### src/rtl/wb_rr_arbiter.sv
// ============================================================================
//  Module   : wb_rr_arbiter
//  Brief    : Four-master round-robin Wishbone arbiter onto one shared slave.
//             Optional bus watchdog enabled by macro WB_ARB_TIMEOUT_EN.
//  Revision : 1.0 - initial release
// ============================================================================
`default_nettype none

module wb_rr_arbiter #(
    parameter int TIMEOUT_CYCLES = 255
) (
    input  logic         clk,
    input  logic         rst,
    input  logic [3:0]   m_cyc_i,
    input  logic [3:0]   m_stb_i,
    input  logic [3:0]   m_we_i,
    input  logic [15:0]  m_sel_i,
    input  logic [127:0] m_adr_i,
    input  logic [127:0] m_dat_i,
    output logic [31:0]  m_dat_o,
    output logic [3:0]   m_ack_o,
    output logic [3:0]   m_err_o,
    output logic [31:0]  s_adr_o,
    output logic [31:0]  s_dat_o,
    output logic [3:0]   s_sel_o,
    output logic         s_we_o,
    output logic         s_cyc_o,
    output logic         s_stb_o,
    input  logic [31:0]  s_dat_i,
    input  logic         s_ack_i,
    output logic [3:0]   gnt_o
);

    typedef enum logic [0:0] {
        IDLE = 1'b0,
        BUSY = 1'b1
    } state_t;

    state_t      r_state;
    logic [3:0]  r_gnt;
    logic [1:0]  r_gnt_idx;
    logic [1:0]  r_last_gnt;
    logic [1:0]  w_pick_idx;
    logic        w_pick_valid;
    logic        w_timeout;

    generate
        if (TIMEOUT_CYCLES < 1 || TIMEOUT_CYCLES > 255) begin : g_timeout_range_check
            $error("wb_rr_arbiter: TIMEOUT_CYCLES must be within 1..255");
        end
    endgenerate

    // Search upward from the master after the last one served.
    always_comb begin
        logic [1:0] w_cand;
        w_pick_valid = 1'b0;
        w_pick_idx   = 2'd0;
        w_cand       = 2'd0;
        for (int i = 1; i <= 4; i++) begin
            w_cand = r_last_gnt + 2'(i);
            if (!w_pick_valid && m_cyc_i[w_cand]) begin
                w_pick_valid = 1'b1;
                w_pick_idx   = w_cand;
            end
        end
    end

`ifdef WB_ARB_TIMEOUT_EN
    localparam logic [7:0] C_TMO_LIMIT = 8'(TIMEOUT_CYCLES);

    logic [7:0] r_tmo_cnt;

    // An ack in the same cycle as the limit wins over the timeout.
    assign w_timeout = (r_state == BUSY) && (r_tmo_cnt == C_TMO_LIMIT) && !s_ack_i;
    assign m_err_o   = w_timeout ? r_gnt : 4'b0000;

    always_ff @(posedge clk or posedge rst) begin
        if (rst) begin
            r_tmo_cnt <= 8'd0;
        end else if (r_state == IDLE || s_ack_i || w_timeout) begin
            r_tmo_cnt <= 8'd0;
        end else if (s_stb_o) begin
            r_tmo_cnt <= r_tmo_cnt + 8'd1;
        end
    end
`else
    assign w_timeout = 1'b0;
    assign m_err_o   = 4'b0000;
`endif

    always_ff @(posedge clk or posedge rst) begin
        if (rst) begin
            r_state    <= IDLE;
            r_gnt      <= 4'b0000;
            r_gnt_idx  <= 2'd0;
            r_last_gnt <= 2'd3;
        end else begin
            case (r_state)
                IDLE: begin
                    if (w_pick_valid) begin
                        r_gnt     <= 4'b0001 << w_pick_idx;
                        r_gnt_idx <= w_pick_idx;
                        r_state   <= BUSY;
                    end
                end
                BUSY: begin
                    // Holding while cyc stays high keeps locked sequences intact.
                    if (!m_cyc_i[r_gnt_idx] || w_timeout) begin
                        r_gnt      <= 4'b0000;
                        r_last_gnt <= r_gnt_idx;
                        r_state    <= IDLE;
                    end
                end
                default: begin
                    r_state <= IDLE;
                    r_gnt   <= 4'b0000;
                end
            endcase
        end
    end

    always_comb begin
        s_adr_o = 32'd0;
        s_dat_o = 32'd0;
        s_sel_o = 4'd0;
        s_we_o  = 1'b0;
        s_cyc_o = 1'b0;
        s_stb_o = 1'b0;
        if (r_state == BUSY) begin
            s_adr_o = m_adr_i[{r_gnt_idx, 5'd0} +: 32];
            s_dat_o = m_dat_i[{r_gnt_idx, 5'd0} +: 32];
            s_sel_o = m_sel_i[{r_gnt_idx, 2'd0} +: 4];
            s_we_o  = m_we_i[r_gnt_idx];
            s_cyc_o = m_cyc_i[r_gnt_idx] & ~w_timeout;
            s_stb_o = m_stb_i[r_gnt_idx] & ~w_timeout;
        end
    end

    assign m_ack_o = {4{s_ack_i}} & r_gnt & m_stb_i;
    assign m_dat_o = s_dat_i;
    assign gnt_o   = r_gnt;

endmodule

`default_nettype wire

### config.mk
export PLATFORM = sky130hd
export DESIGN_NAME = wb_rr_arbiter
export DESIGN_NICKNAME = d
export VERILOG_FILES = /design/src/rtl/wb_rr_arbiter.sv
export SDC_FILE = /design/constraint.sdc
export NUM_CORES = 1
export LEC_CHECK = 0
export ABC_AREA = 1
export CAP_MARGIN = 15
export CORE_AREA = 2 2 170 172
export CTS_BUF_LIST = sky130_fd_sc_hd__clkbuf_4
export CTS_CLUSTER_SIZE = 10
export DETAILED_ROUTE_END_ITERATION = 10
export DIE_AREA = 0 0 172 174
export PLACE_DENSITY_LB_ADDON = 0.1
export SETUP_SLACK_MARGIN = 0.2
export SYNTH_ARGS = -nofsm -noshare
export SYNTH_HDL_FRONTEND = slang
export SYNTH_SLANG_ARGS = --single-unit
### constraint.sdc
create_clock -name clk -period 2.2 [get_ports clk]
set_input_delay 0.44 -clock clk [delete_from_list [all_inputs] [get_ports clk]]
set_output_delay 0.44 -clock clk [all_outputs]
set_load 0.01 [all_outputs]
---- Yosys cells after proc, flatten, opt, wreduce, memory -nomap -nowiden ----
Index checks and enable logic that the tools add are counted.
cells by class
  $add $sub $neg .......................... 3
  $lt $le $gt $ge ......................... 5
  equal/unequal tests ..................... 2
  shift operators ......................... 4
  muxes and demuxes ....................... 34
  bitwise gates (word level) .............. 4
  reductions and logical operators ........ 9
operator list
  cell                   count
  $shiftx A128 B8 Y32    2
  $mux W32               2
  $mux W1                16
  $shiftx A16 B5 Y4      1
  $lt A2 B3 Y1 const B   5
  $bmux W1 S2            7
  $mux W4                3
  $and A4 B4 Y4          2
  $mux W2                4
  $pmux W4 S2            1
  $reduce_and A2 Y1      3
  $add A2 B2 Y2 const B  2
  $ne A2 B2 Y1 const B   2
  $shl A1 B2 Y4 const A  1
  $logic_and A1 B1 Y1    3
  $logic_not A1 Y1       3
  $add A2 B1 Y2 const B  1
  $not A1 Y1             2
  $pmux W1 S2            1
word-level totals
  register bits ........................... 9
  bits of input ports ..................... 319

---- Depth between registers and ports, before layout ----
  word-level depth ........................ 16
  depth in mapped cells ................... 13
  depth with buffers taken out ............ 12

---- Worst setup path before layout ----
Ideal clock, no wire load.
  path type ............................... register to output
  start point ............................. register r_gnt_idx[0]
  end point ............................... output s_adr_o[25]
  data arrival time ....................... 1.311 ns
  data required time ...................... 1.760 ns
  path slack .............................. 0.449 ns
  stages on the path, launching flop included .. 7
  buffers on the path ..................... 2
  path through ............................ dfrtp_1 > clkbuf_1 > clkbuf_1 > nor2_1 > nor2_1 > o21ai_0 > a21oi_1
on the way
  cells in the longest elaborated chain, start to end .. 2
ends and longest elaborated chain
  item                    line  RTL
  start, declared         41    logic [1:0] r_gnt_idx;
  start signal, assigned  102   r_gnt_idx <= w_pick_idx;
  $shiftx A128 B8 Y32     130   s_adr_o = m_adr_i[{r_gnt_idx, 5'd0} +: 32];
  $mux W32                129   if (r_state == BUSY) begin
  end, declared           23    output logic [31:0] s_adr_o,
No other way between the ends.

---- Worst setup path in the final report ----
  start point ............................. register r_gnt_idx[0]
  end point ............................... output s_adr_o[28]
Same word-level chain as after synthesis.

==> run metrics <==
status=finished with violations; failing checks=setup timing; mux contribution to synthesized area=0%; pwr dens=1300 nW/µm²; largest net degree at the start of global routing=36; CP Capture Type=output pin; footprint of the multi-input gates=3930 µm²; FF/Latch Area=235 µm²; CP required=1.76 ns; met2 WL post-DR=14400 µm; largest family of logic cells by synthesized area=simple AND/OR/NAND/NOR gates; Final Core Density=36.1%; Top Layer Used=met4; Non-Filler Instances=1488; Final Net Count=1424; drt first-iter violations=218; final period utilization=102%; vias in the first global route=5960; drc violations=0; 1st-pass router iterations=4; synthesized area=3320 µm²; Filler Cell Count=3096; met3 WL=2020 µm; hold buffers post-CTS=0; WS Path Type=reg -> out; initial antenna violation count=0; worst-path fanout max=8; row cnt=62; min Tclk post-route=2.25 ns; GP Congestion=0.794; Ports=434; most common cell after layout, fill and taps aside=clkdlybuf4s50_1; register area share after synthesis=6.85%; IO buf count=365; first-pass GRT wire length=36200 µm; DP HPWL=18300 µm; RSZ-0062 raised after global routing=true; Post-Synth Adder-Cell Area=0%; routed vias=6161; Starting Density=11.8%; DIE AREA=29900 µm²; Synth Area in Simple Gates=42.1%; Die Width=172 µm; Num CTS Buffers=3; final setup skew=0.00300 ns; synth unique cells=25; endpoints failing setup=11; total global-route track usage=15.9%; CP arrival=1.81 ns; max_cap viols=0; placed cells=1405; Slew Limit Fails=0; Yosys warning total=0; Syn Area/Cell=4.82 µm²; Area growth syn-to-layout=207%; Routed WL=27500 µm; compound-gate portion of the synthesized area=34.0%; Die Y-Extent=174 µm; clk_lat worst skew=0.26 ns; GR Overflow Total=0; Worst setup SP type=flop; Mapped Cells=690; VDD IR max=0.000587 V; share of cells above drive strength 1=44.6%; most frequent cells in the layout=clkdlybuf4s50_1, nor2_1, nor2_4; ANT cells=0; clock-pin slew on the worst setup and hold paths=0.06 ns; leak pwr=4.00 nW; met1 WL=10500 µm; xor/xnor cell area share of the yosys netlist=0%; CTS root buf=clkbuf_4; final setup margin=-0.0503 ns; clk sinks=9; Avg WL per Cell=18.5 µm; CTS tree=built; H-tree depth=1; CTS Buffer Depth=2; antenna-violating nets left=0; fmax=444 MHz; Yosys reg bits=9; vias per cell=4.14; endpoints failing hold=0; core area=28200 µm²; Hold Crit Class=in -> async
-- sequential cells by signal, indices dropped and copies added (netlist names) --
signal	flops
gnt_o	4
r_gnt_idx	2
r_last_gnt	2
r_state	1
-- cell usage after synthesis, drive strengths merged --
cell	number	share of area (%)
clkbuf	37	4.2
nand3b	1	0.23
a21oi	75	11
nand3	16	2.4
dfstp	2	1.6
conb	1	0.11
o211ai	1	0.23
nor2	284	32
nand4	4	0.75
and3	2	0.38
nand2	43	6.1
dfrtp	7	5.3
inv	16	2.0
buf	54	11
o21ai	147	22
-- path summary, 6_finish.rpt --
| path | cells after the start | endpoint | startpoint | slack [ns] |
|---|---|---|---|---|
| worst min register to register | 2 | gnt_o[0] | gnt_o[0] | 0.55 |
| worst min-delay path | 2 | r_gnt_idx[0] | rst | 0.44 |
| max in group asynchronous | 2 | r_last_gnt[0] | rst | 1.46 |
| worst max register to register | 12 | gnt_o[0] | r_gnt_idx[0] | 0.35 |
| min in group clk | 2 | gnt_o[0] | gnt_o[0] | 0.55 |
| worst max-delay path | 8 | s_adr_o[28] | r_gnt_idx[0] | -0.05 |
-- logic make-up (layout without fill, tap and decap cells) --
family | Yosys count | after routing
AND/OR/NAND/NOR | 350 | 350
flip-flops | 9 | 9
other | 1 | 4
AO/OA/AOI/OAI | 223 | 223
buffers and inverters | 107 | 518
-- metrics by stage --
step	instance area (µm²)	power [mW]	setup slack [ns]	hold slack, ns	TNS, ns
finish	10200	13.3	-0.0503	0.445	-0.261
global route	10200	14.3	-0.147	0.471	-3.52
CTS	8720	10.9	-0.0587	0.453	-0.567
detailed placement	7570	8.63	-0.433	0.532	-9.04
global placement	7570	8.71	-0.480	0.533	-9.10
floorplan	3330	4.25	0.449	0.266	0
-- where the power goes --
group          total [mW]  internal (mW)  switching, mW
Sequential          0.417          0.264          0.153
Clock               0.140         0.0822         0.0578
Combinational        12.7           6.32           6.40
Total                13.3           6.67           6.62
-- routing by layer --
layer	vias to the layer above	global-route usage (%)
li1	3066	-
met1	2793	18.1
met2	272	30.4
met3	30	3.19
met4	0	2.94
met5	-	0
-- cell type report --
cell class | instances | share of cell area (%)
Clock buffer | 4 | 0.294
Inverter | 16 | 0.907
Multi-Input combinational cell | 577 | 38.5
Timing Repair Buffer | 498 | 53.3
Tap cell | 384 | 4.71
Sequential cell | 9 | 2.31
-- worst max-delay path, cell delays in order, from the launching register on --
cell and delay [ns]:
dfrtp_4 0.54, buf_6 0.15, clkinv_8 0.10, buf_16 0.15, buf_12 0.14, buf_6 0.10
o21ai_2 0.04, a21oi_1 0.15, buf_2 0.16
-- timing repair --
action,4_1_cts,5_1_grt
setup endpoints to repair,75,80
pin swaps,97,144
gates cloned,16,13
hold endpoints to repair,0,0
setup buffers,37,13
gates resized for setup,575,332
(Power assumes the default switching activity.)
